[config.mk]
export PLATFORM = sky130hd
export DESIGN_NAME = key_step_clock_flat
export DESIGN_NICKNAME = d
export VERILOG_FILES = /design/src/rtl/key_step_clock_if.sv /design/src/rtl/key_step_clock.sv /design/src/flat_wrapper.sv
export SDC_FILE = /design/constraint.sdc
export NUM_CORES = 1
export LEC_CHECK = 0
export ABC_AREA = 1
export BUFFER_PORTS_ARGS = -buffer_cell sky130_fd_sc_hd__buf_2
export CORE_UTILIZATION = 43
export CTS_BUF_LIST = sky130_fd_sc_hd__clkbuf_16
export CTS_CLUSTER_DIAMETER = 150
export DETAILED_ROUTE_END_ITERATION = 10
export GPL_TIMING_DRIVEN = 0
export HOLD_SLACK_MARGIN = 0.12
export PLACE_DENSITY = 0.7
export SYNTH_ARGS = -nofsm -noshare
export SYNTH_HDL_FRONTEND = slang
export SYNTH_SLANG_ARGS = --single-unit
[constraint.sdc]
create_clock -name i_clk -period 2.8 [get_ports i_clk]
set_clock_uncertainty 0.1 [all_clocks]
set_input_delay 0.28 -clock i_clk [delete_from_list [all_inputs] [get_ports i_clk]]
set_output_delay 0.28 -clock i_clk [all_outputs]
set_load 0.01 [all_outputs]
[src/rtl/key_step_clock_if.sv]
// key_step_clock_if: key/run inputs and step-clock outputs of key_step_clock
interface key_step_clock_if;
  logic       key_n;
  logic       run;
  logic       step_clk;
  logic       step_pulse;
  logic [7:0] step_count;
  logic       key_level;
  modport master (output key_n, run, input step_clk, step_pulse, step_count, key_level);
  modport slave  (input key_n, run, output step_clk, step_pulse, step_count, key_level);
endinterface

[src/rtl/key_step_clock.sv]
// key_step_clock: debounced single-step / free-run clock generator for a processor
module key_step_clock #(
  parameter int DEBOUNCE_CYCLES = 1000000,
  parameter int PULSE_WIDTH     = 4,
  parameter int RUN_DIV         = 25000000
) (
  input logic             i_clk,
  input logic             i_rst_n,
  key_step_clock_if.slave bus
);
  localparam int DW = $clog2(DEBOUNCE_CYCLES + 1);
  localparam int PW = $clog2(PULSE_WIDTH + 1);
  localparam int RW = $clog2(RUN_DIV + 1);
  typedef enum logic [1:0] {IDLE, HIGH, LOW} state_t;
  state_t        r_state, w_state_nxt;
  logic [1:0]    r_key_sync, r_run_sync;
  logic [DW-1:0] r_db_cnt;
  logic [RW-1:0] r_run_cnt;
  logic [PW-1:0] r_ph_cnt, w_ph_cnt_nxt;
  logic          r_key_level, r_key_level_d;
  logic          r_step_clk, r_step_pulse;
  logic [7:0]    r_step_count;
  logic          w_key_mism, w_db_done, w_tick, w_press, w_req, w_accept, w_ph_done;
  assign w_key_mism = r_key_sync[1] ^ r_key_level;
  assign w_db_done  = w_key_mism && r_db_cnt == DW'(DEBOUNCE_CYCLES - 1);
  assign w_tick     = r_run_sync[1] && r_run_cnt == RW'(RUN_DIV - 1);
  assign w_press    = r_key_level && !r_key_level_d;
  assign w_req      = r_run_sync[1] ? w_tick : w_press;
  assign w_accept   = r_state == IDLE && w_req;
  assign w_ph_done  = r_ph_cnt == PW'(PULSE_WIDTH - 1);
  // two-flop synchronizers for the pressed level and the run switch
  always_ff @(posedge i_clk or negedge i_rst_n)
    if (!i_rst_n) begin
      r_key_sync <= '0;
      r_run_sync <= '0;
    end else begin
      r_key_sync <= {r_key_sync[0], ~bus.key_n};
      r_run_sync <= {r_run_sync[0], bus.run};
    end
  // debounce: level flips only after DEBOUNCE_CYCLES consecutive mismatches
  always_ff @(posedge i_clk or negedge i_rst_n)
    if (!i_rst_n) begin
      r_db_cnt      <= '0;
      r_key_level   <= 1'b0;
      r_key_level_d <= 1'b0;
    end else begin
      r_db_cnt      <= (w_key_mism && !w_db_done) ? r_db_cnt + DW'(1) : '0;
      r_key_level   <= r_key_level ^ w_db_done;
      r_key_level_d <= r_key_level;
    end
  // run prescaler, held at zero while run is off
  always_ff @(posedge i_clk or negedge i_rst_n)
    if (!i_rst_n) r_run_cnt <= '0;
    else          r_run_cnt <= (!r_run_sync[1] || w_tick) ? '0 : r_run_cnt + RW'(1);
  // step FSM state and registered step outputs
  always_ff @(posedge i_clk or negedge i_rst_n)
    if (!i_rst_n) begin
      r_state      <= IDLE;
      r_ph_cnt     <= '0;
      r_step_clk   <= 1'b0;
      r_step_pulse <= 1'b0;
      r_step_count <= '0;
    end else begin
      r_state      <= w_state_nxt;
      r_ph_cnt     <= w_ph_cnt_nxt;
      r_step_clk   <= w_state_nxt == HIGH;
      r_step_pulse <= w_accept;
      r_step_count <= r_step_count + 8'(w_accept);
    end
  // next state: requests are only taken in IDLE, high and low phases each last PULSE_WIDTH
  always_comb begin
    w_state_nxt  = r_state == IDLE ? (w_req ? HIGH : IDLE) :
                   r_state == HIGH ? (w_ph_done ? LOW : HIGH) :
                                     (w_ph_done ? IDLE : LOW);
    w_ph_cnt_nxt = (r_state == IDLE || w_ph_done) ? '0 : r_ph_cnt + PW'(1);
  end
  assign bus.step_clk   = r_step_clk;
  assign bus.step_pulse = r_step_pulse;
  assign bus.step_count = r_step_count;
  assign bus.key_level  = r_key_level;
endmodule

[src/flat_wrapper.sv]
// flat-port wrapper written by rule: the top's interface ports become plain ports
module key_step_clock_flat 
#(
  parameter int DEBOUNCE_CYCLES = 1000000,
  parameter int PULSE_WIDTH     = 4,
  parameter int RUN_DIV         = 25000000
)
  (i_clk, i_rst_n, bus_key_n, bus_run, bus_step_clk, bus_step_pulse, bus_step_count, bus_key_level);
  key_step_clock_if bus_i ();
  input logic i_clk;
  input logic i_rst_n;
  input wire logic [$bits(bus_i.key_n)-1:0] bus_key_n;
  input wire logic [$bits(bus_i.run)-1:0] bus_run;
  output wire logic [$bits(bus_i.step_clk)-1:0] bus_step_clk;
  output wire logic [$bits(bus_i.step_pulse)-1:0] bus_step_pulse;
  output wire logic [$bits(bus_i.step_count)-1:0] bus_step_count;
  output wire logic [$bits(bus_i.key_level)-1:0] bus_key_level;
  assign bus_i.key_n = bus_key_n;
  assign bus_i.run = bus_run;
  assign bus_step_clk = bus_i.step_clk;
  assign bus_step_pulse = bus_i.step_pulse;
  assign bus_step_count = bus_i.step_count;
  assign bus_key_level = bus_i.key_level;
  key_step_clock #(.DEBOUNCE_CYCLES(DEBOUNCE_CYCLES), .PULSE_WIDTH(PULSE_WIDTH), .RUN_DIV(RUN_DIV)) u_core (.i_clk(i_clk), .i_rst_n(i_rst_n), .bus(bus_i));
endmodule
Word level (Yosys, flattened, before mapping)
Index checks and enable logic that the tools add are counted.
{ "word_totals": {"register_bits": 66, "elab_cells": 43} }
{ "classes": {"n_addsub": 4, "eq_ne": 5, "muxes": 9, "bitwise": 3, "n_reduce_logical": 11} }
{ "ops": {"columns": ["cell", "count"], "rows": [
  ["25-bit by 1-bit adder with 25-bit output, second input constant", 1],
  ["25-bit == test, second input constant", 1],
  ["25-bit two-way mux", 1],
  ["20-bit by 1-bit adder with 20-bit output, second input constant", 1],
  ["20-bit == test, second input constant", 1],
  ["20-bit two-way mux", 1],
  ["8-bit by 1-bit adder with 8-bit output", 1],
  ["2-bit two-way mux", 4],
  ["1-bit logical AND", 5],
  ["2-bit by 1-bit == test with 1-bit output, second input constant", 2],
  ["3-bit by 1-bit adder with 3-bit output, second input constant", 1],
  ["3-bit by 2-bit == test with 1-bit output, second input constant", 1],
  ["1-bit zero test", 3],
  ["3-bit two-way mux", 1],
  ["2-bit zero test", 1],
  ["1-bit logical OR", 2],
  ["1-bit two-way mux", 2],
  ["1-bit bitwise XOR", 2],
  ["1-bit inverter", 1]
]} }

Depth between registers and ports, before layout
Gate-level depths: netlist of run 1.
{ "logic_depth": {"depth_word": 6, "ltp_mapped": 14, "ltp_nobuf": 14} }

Worst setup path after synthesis of run 1
No wires, ideal clock.
{ "synth_timing": {"kind": "reg-to-reg", "from": "reg u_core.r_run_cnt[0]", "to": "reg u_core.r_step_count[7], in the netlist u_core.bus.step_count[7]", "setup_time_ns": 0.124, "arrival_ns": 1.996, "path_slack_ns": 0.580, "stages_incl_launch_ff": 15, "path_buffers": 0, "path_cell_list": "dfrtp_1 ha_1 nand2_2 nor2_4 nand2_1 nor2_1 nand2_1 nand2_4 nand2_4 inv_1 ha_1 nand3_1 nor3_1 nand3_1 xnor2_1"} }
{ "synth_via": {"elab_chain_len": 5} }
{ "synth_lines": {"columns": ["element", "line", "text"], "rows": [
  ["start, declared", "key_step_clock.sv:18", "logic [RW-1:0] r_run_cnt;"],
  ["start signal, assigned", "key_step_clock.sv:54", "else r_run_cnt <= (!r_run_sync[1] || w_tick) ? '0 : r_run_cnt + RW'(1);"],
  ["25-bit == test", "key_step_clock.sv:26", "assign w_tick = r_run_sync[1] && r_run_cnt == RW'(RUN_DIV - 1);"],
  ["1-bit logical AND", "key_step_clock.sv:26", null],
  ["1-bit two-way mux", "key_step_clock.sv:28", "assign w_req = r_run_sync[1] ? w_tick : w_press;"],
  ["1-bit logical AND", "key_step_clock.sv:29", "assign w_accept = r_state == IDLE && w_req;"],
  ["named net u_core.w_accept", "key_step_clock.sv:23", "logic w_key_mism, w_db_done, w_tick, w_press, w_req, w_accept, w_ph_done;"],
  ["8-bit by 1-bit adder with 8-bit output", "key_step_clock.sv:68", "r_step_count <= r_step_count + 8'(w_accept);"],
  ["end signal, assigned", "key_step_clock.sv:68", null],
  ["end, declared", "key_step_clock.sv:22", "logic [7:0] r_step_count;"]
]} }
The timed path passes the listed nets, and every way through them passes these cells.

Worst setup path after layout of run 1
Same ends and word-level chain as after synthesis.

==> impl_metrics.py, run 1 <==
metrics = {
    "global_routing": {
        "grt_max_degree": 67,
        "grt_antenna_before_repair": 0,
        "first_global_vias": 2698,
        "sum_of_overflow_across_all_layers_after_global_routing": 0,
        "grt.total_usage": 0.179,
        "grt_first_pass_wirelength_mm": 11.9,
    },
    "routing": {
        "max_used_layer": "met4",
        "detail_route.wirelength_mm": 6.67,
        "wire_per_inst_um": 11.9,
        "routed_length_on_met1_mm": 3.09,
        "wl_met2_mm": 3.21,
        "wl_met3_um": 297,
        "ant_nets": 0,
        "detailedRoute.firstIterationViolations": 138,
        "detailroute.via_count": 2716,
        "drcViolationCount": 0,
        "detail_route.first_pass.iterations": 5,
        "via_per_inst": 4.83,
    },
    "clocking": {
        "clkLatencyLatePin_ps": 320,
        "clock_sinks": 66,
        "cts.clk_slew.worst_paths_ps": 60,
        "cts-root-to-sink-buffers": 2,
        "clockRootBuffer": "clkbuf_16",
        "h-tree-depth": 3,
        "cts_inserted_buffers": 9,
        "cts_tree": "built",
    },
    "power": {
        "leakage_nw": 1.80,
        "power.total_mw": 2.53,
        "power_per_cell_area_nw_per_um2": 631,
        "power.sequential.fraction": 0.428,
        "clock_power_share": 0.474,
        "power_switching_uw": 619,
        "power.switching_fraction": 0.245,
        "vdd_ir_drop_max_mv": 0.456,
        "comb_power_share": 0.098,
        "intPower_mw": 1.91,
    },
    "floorplan": {
        "floorplan.io_pins": 15,
        "core_um2": 7730,
        "floorplan.die.height_um": 91.5,
        "dieArea_um2": 8370,
        "fp-row-count": 32,
        "die_x_um": 91.5,
        "initial_core_util": 0.445,
    },
    "min_path": {
        "hold_path.startpoint": "u_core.r_key_sync[0]$_DFF_PN0_",
        "timing.hold.worst_endpoint": "u_core.r_key_sync[1]$_DFF_PN0_",
        "worstHoldPathType": "flip-flop to flip-flop",
        "worstHoldPathCells": 0,
    },
    "final_layout": {
        "antenna_cells_inserted": 0,
        "stdcell_count": 562,
        "finish.instance_area_um2": 4000,
        "layout.cells.most_common_list": "nor2_1, nand2_1, dfrtp_1, inv_1, nand3_1",
        "flow.area_growth_from_synthesis_pct": 16.3,
        "utilization": 0.518,
        "final_common_cell": "nor2_1",
        "nNetsFinal": 466,
        "drive_above_1_share": 0.128,
    },
    "logic_synthesis": {
        "synth_edf_count": 0,
        "synth-compound-area-share": 0.0167,
        "adder_cell_fraction_of_synth_area": 0.0254,
        "synth_top_flop_cell": "dfrtp_1",
        "synthesized_netlist_net_count": 437,
        "synth_seq_area_share": 0.480,
        "synth_simple_gate_area_share": 0.346,
        "synthesis.area_um2": 3440,
        "largest_family_of_logic_cells_by_synthesized_area": "simple AND/OR/NAND/NOR gates",
        "post-synth-top-area-cell": "dfrtp_1",
        "postSynthRegisterBits": 66,
        "synth_cells": 426,
        "muxShareOfSynthArea": 0,
        "synth-async-reset-ratio": 1.00,
        "synth_largest_type_area_fraction": 0.480,
        "synth.top_cells.by_area": "dfrtp_1, nor2_1, nand2_1, inv_1, xor2_1",
        "ys.warnings.count": 0,
        "synth_cell_types": 27,
        "synth_xor_xnor_area_share": 0.0585,
        "syn_area_per_cell_um2": 8.08,
    },
    "flow_run": {
        "cap_viol_max_count": 0,
    },
    "critical_path": {
        "crit_path_dat_ps": 2660,
        "r2r_end": "u_core.bus.step_count[7]$_DFF_PN0_",
        "worst-r2r-cell-count": 14,
        "worstPathRequired_ps": 2910,
        "criticalPathCategory": "flip-flop to flip-flop",
        "crit_fanout": 8,
        "worstReg2RegStart": "u_core.r_run_cnt[0]$_DFF_PN0_",
        "endpoint_kind_of_the_worst_setup_timing_path": "flip-flop",
        "startpoint_type": "flip-flop",
        "setup.reg_to_reg.worst_slack_ps": 250,
    },
    "timing": {
        "tightest_slew_ps": 791,
        "setup_slack_ps": 250,
        "report.final.hold_viol_count": 0,
        "worst_hold_slack_ps": 246,
        "slew_violations": 0,
        "setup-tns-final_ps": 0,
        "max-slew-margin-rel": 0.473,
        "fmaxAchievable_mhz": 392,
        "setup_viol_count_final": 0,
        "finalCriticalPeriod_ps": 2550,
        "post-route-period-util": 0.911,
    },
    "outcome": {
        "run_status": "completed",
    },
    "placement": {
        "routabilityCongestion": 0.882,
        "numPlacedInstances": 542,
        "place.port_buffers": 14,
        "dpl_worst_slack_ps": 158,
        "dpl-instance-area_um2": 3640,
        "dp_hpwl_mm": 4.73,
    },
}
## worst max path at each step
stage,startpoint,to,slack [ps],cells after the start
6_report,u_core.r_run_cnt[0]$_DFF_PN0_,u_core.bus.step_count[7]$_DFF_PN0_,250,14
5_1_grt,u_core.r_run_cnt[0]$_DFF_PN0_,u_core.bus.step_count[5]$_DFF_PN0_,-4,14
4_1_cts,u_core.r_run_cnt[0]$_DFF_PN0_,u_core.bus.step_count[7]$_DFF_PN0_,140,14
3_5_place_dp,u_core.r_run_cnt[0]$_DFF_PN0_,u_core.bus.step_count[7]$_DFF_PN0_,160,14
3_3_place_gp,u_core.r_run_cnt[0]$_DFF_PN0_,u_core.bus.step_count[7]$_DFF_PN0_,200,14
2_1_floorplan,u_core.r_run_cnt[0]$_DFF_PN0_,u_core.bus.step_count[7]$_DFF_PN0_,580,14
## routing by layer
layer | vias up | GRT usage
met5 | - | 0
met4 | 0 | 0.0556
met1 | 1254 | 0.224
met2 | 60 | 0.291
li1 | 1396 | -
met3 | 6 | 0.0603
## kinds of logic after synthesis
kind of cell / count (synthesis)
xor gates and xnor gates: 23
adders and majority gates: 7
AOI/OAI and AO/OA: 10
and+or+nand+nor: 261
DFF: 66
buffers and inverters: 59
## area by class of cell
cell class / count / area (um^2)
clock inverter: 7 / 92.6
multi-input combinational: 301 / 1540
fill: 709 / 3720
timing repair buffer: 18 / 110
sequential: 66 / 1650
clock buffer: 9 / 225
inverter: 56 / 210
buffer: 3 / 41.3
tap: 102 / 128
## power by group through the flow
stage               combinational [mW]  clock, mW  sequential, mW
detailed placement               0.250          0            1.10
global placement                 0.237          0            1.10
global route                     0.289       1.26            1.09
finish                           0.248       1.20            1.08
CTS                              0.255       1.23            1.08
floorplan                        0.135          0            1.11
## synthesized netlist by cell type, types with 3 or more instances
library cell,number
nor3b_1,3
xnor2_1,5
nor2_1,92
xor2_1,18
nor3_2,4
inv_1,52
nand2_2,5
o21ai_0,3
nand3_1,25
ha_1,7
dfrtp_1,66
nand2_4,4
nand4_1,11
nand2_1,85
nor2_2,4
a21oi_1,3
inv_2,4
nor3_1,23
## registers in the layout, summed over array words and instances, names as in the netlist, named ones only
register / count
u_core.bus.step_pulse: 1
u_core.r_key_level_d: 1
u_core.r_db_cnt: 20
u_core.bus.step_clk: 1
u_core.r_key_sync: 2
u_core.r_state: 2
u_core.r_run_sync: 2
u_core.r_ph_cnt: 3
u_core.bus.step_count: 8
u_core.r_run_cnt: 25
## critical path: stages, from the launching register on
cell	delay, ps
dfrtp_1	410
ha_1	210
nand2_2	90
nor2_4	170
nand2_1	70
nor2_1	160
nand2_1	110
nand2_4	170
nand2_4	70
inv_1	110
ha_1	180
nand3_1	130
nor3_2	220
nand3_1	110
xnor2_1	130
## timing repair
item,in CTS,in global routing
setup endpoints to repair,0,1
gates resized for setup,0,1
endpoints found under the hold margin,68,0
hold buffers,3,0
buffers inserted,0,1
Power figures use the tool's default switching activity.
==> run 2, diff against run 1 <==
- PLACE_DENSITY: 0.7 -> 0.72
- SETUP_SLACK_MARGIN: unset -> 0.3
- clock period: 2.8 -> 2.1 ns (I/O delays scaled with it)
==> impl_metrics.py, run 2 (same netlist as run 1, synthesis figures left out) <==
metrics = {
    "outcome": {
        "run_status": "completed",
    },
    "final_layout": {
        "largest_register_ffs": 25,
        "nNetsFinal": 485,
        "utilization": 0.554,
        "drive_above_1_share": 0.198,
        "regMostFlops": "u_core.r_run_cnt",
        "finish.instance_area_um2": 4280,
        "final_common_cell": "nor2_1",
        "n_fill_cell": 668,
        "antenna_cells_inserted": 0,
        "stdcell_count": 581,
        "seqCellArea_um2": 1650,
        "layout.cells.most_common_list": "nor2_1, nand2_1, dfrtp_1, inv_1, nor3_1",
        "flow.area_growth_from_synthesis_pct": 24.4,
        "multi_input_area_um2": 1660,
    },
    "critical_path": {
        "r2r_end": "u_core.bus.step_count[7]$_DFF_PN0_",
        "crit_path_dat_ps": 2190,
        "critPathMaxStageDelay_ps": 370,
        "slowest_stage": "dfrtp_1",
        "worst-r2r-cell-count": 14,
        "crit_fanout": 3,
        "startpoint_type": "flip-flop",
        "worstReg2RegStart": "u_core.r_run_cnt[0]$_DFF_PN0_",
        "crit_path_cell_trace": "ha_2 -> nand2_4 -> nor2_4 -> nand2_1 -> nor2_1 -> nand2_2 -> nand2_4 -> nand2_4 -> inv_4 -> ha_4 -> nand3_4 -> nor3_4 -> nand3_2 -> xnor2_1",
        "worstPathRequired_ps": 2210,
        "crit_top_cell": "nand2_4",
        "endpoint_kind_of_the_worst_setup_timing_path": "flip-flop",
        "setup.reg_to_reg.worst_slack_ps": 20,
        "criticalPathCategory": "flip-flop to flip-flop",
    },
    "floorplan": {
        "initial_core_util": 0.445,
        "dieArea_um2": 8370,
        "die_x_um": 91.5,
        "core_um2": 7730,
        "floorplan.die.height_um": 91.5,
        "fp-row-count": 32,
        "floorplan.io_pins": 15,
    },
    "power": {
        "power.switching_fraction": 0.260,
        "power_per_cell_area_nw_per_um2": 781,
        "power.sequential.fraction": 0.440,
        "clock_power_share": 0.437,
        "comb_power_share": 0.123,
        "power.total_mw": 3.35,
        "intPower_mw": 2.48,
        "vdd_ir_drop_max_mv": 0.462,
        "leakage_nw": 1.94,
        "power_switching_uw": 869,
    },
    "timing": {
        "setup-tns-final_ps": 0,
        "tightest_slew_ps": 819,
        "worst_hold_slack_ps": 259,
        "fmaxAchievable_mhz": 482,
        "finalCriticalPeriod_ps": 2080,
        "setup_viol_count_final": 0,
        "report.final.hold_viol_count": 0,
        "max-slew-margin-rel": 0.454,
        "post-route-period-util": 0.989,
        "grt_setup_unrepaired": "true",
        "slew_violations": 0,
        "setup_slack_ps": 23.8,
    },
    "routing": {
        "ant_nets": 0,
        "drcViolationCount": 0,
        "via_per_inst": 5.03,
        "wire_per_inst_um": 12.6,
        "detailedRoute.firstIterationViolations": 119,
        "detailroute.via_count": 2925,
        "detail_route.wirelength_mm": 7.35,
        "detail_route.first_pass.iterations": 5,
    },
    "global_routing": {
        "grt.total_usage": 0.182,
        "first_global_vias": 2874,
        "sum_of_overflow_across_all_layers_after_global_routing": 0,
        "grt_first_pass_wirelength_mm": 12.0,
        "grt_antenna_before_repair": 0,
        "grt_max_degree": 67,
    },
    "placement": {
        "dpl_worst_slack_ps": -270,
        "routabilityCongestion": 0.908,
        "dp_hpwl_mm": 4.90,
        "numPlacedInstances": 542,
        "place.port_buffers": 14,
        "dpl-instance-area_um2": 3680,
    },
    "clocking": {
        "cts.clk_slew.worst_paths_ps": 50,
        "cts_inserted_buffers": 9,
        "cts_tree": "built",
        "clkLatencyLatePin_ps": 330,
        "clockRootBuffer": "clkbuf_16",
        "h-tree-depth": 3,
        "clock_sinks": 66,
        "cts-root-to-sink-buffers": 2,
    },
    "min_path": {
        "timing.hold.worst_endpoint": "u_core.r_run_sync[1]$_DFF_PN0_",
        "worstHoldPathType": "flip-flop to flip-flop",
        "hold_path.startpoint": "u_core.r_run_sync[0]$_DFF_PN0_",
        "worstHoldPathCells": 0,
    },
    "flow_run": {
        "cap_viol_max_count": 0,
    },
}
[run 2: changes by cell type in the layout (fill, tap and decap cells not counted), moves of 3 or more]
| cell | delta |
|---|---|
| ha_1 | -3 |
| nor2_1 | -4 |
| nand3_2 | +4 |
| buf_4 | +16 |
| nand3_1 | -6 |
[run 2: power by group through the flow]
stage	clock [mW]	combinational, mW	sequential, mW
after detailed placement	0	0.352	1.48
after global placement	0	0.331	1.48
final	1.46	0.411	1.47
after CTS	1.48	0.388	1.47
after global routing	1.53	0.470	1.49
after floorplan	0	0.196	1.50
[run 2: worst max path at each step]
| stage | startpoint | slack [ps] | endpoint |
|---|---|---|---|
| floorplan | u_core.r_run_cnt[0]$_DFF_PN0_ | -10 | u_core.bus.step_count[7]$_DFF_PN0_ |
| global placement | u_core.r_run_cnt[0]$_DFF_PN0_ | -250 | u_core.bus.step_count[7]$_DFF_PN0_ |
| detailed placement | u_core.r_run_cnt[0]$_DFF_PN0_ | -270 | u_core.bus.step_count[7]$_DFF_PN0_ |
| CTS | u_core.r_run_cnt[0]$_DFF_PN0_ | -20 | u_core.bus.step_count[7]$_DFF_PN0_ |
| global route | u_core.r_run_cnt[0]$_DFF_PN0_ | -90 | u_core.bus.step_count[7]$_DFF_PN0_ |
| finish | u_core.r_run_cnt[0]$_DFF_PN0_ | 20 | u_core.bus.step_count[7]$_DFF_PN0_ |
[run 2: cell type report]
class | count | share of cell area
repair buffers | 37 | 0.0701
flip-flops and latches | 66 | 0.386
clock buffers | 9 | 0.0526
clock inverters | 7 | 0.0161
inverters | 56 | 0.0497
plain buffers | 3 | 0.00964
well taps | 102 | 0.0298
multi-input cells | 301 | 0.387
[run 2: timing repair]
action | CTS | global route
resized for setup | 5 | 16
setup buffers | 6 | 12
pin swaps | 10 | 9
endpoints found under the setup margin | 8 | 38
hold buffers | 3 | 0
hold endpoints to repair | 68 | 0
gates cloned | 0 | 2
[run 2: worst max-delay path, delay by kind of cell, from the launching register on]
family                     cells  cell delay [ps]
xor gates and xnor gates       1              130
and+or+nand+nor               10              930
buffers and inverters          1               60
DFF                            1              370
adders and majority gates      2              370
[run 2: per-layer routing]
layer | share of wire | up-vias | track usage
li1 | - | 1435 | -
met1 | 0.43 | 1377 | 0.208
met2 | 0.50 | 91 | 0.312
met3 | 0.049 | 22 | 0.0419
met4 | 0.024 | 0 | 0.102
met5 | 0 | - | 0
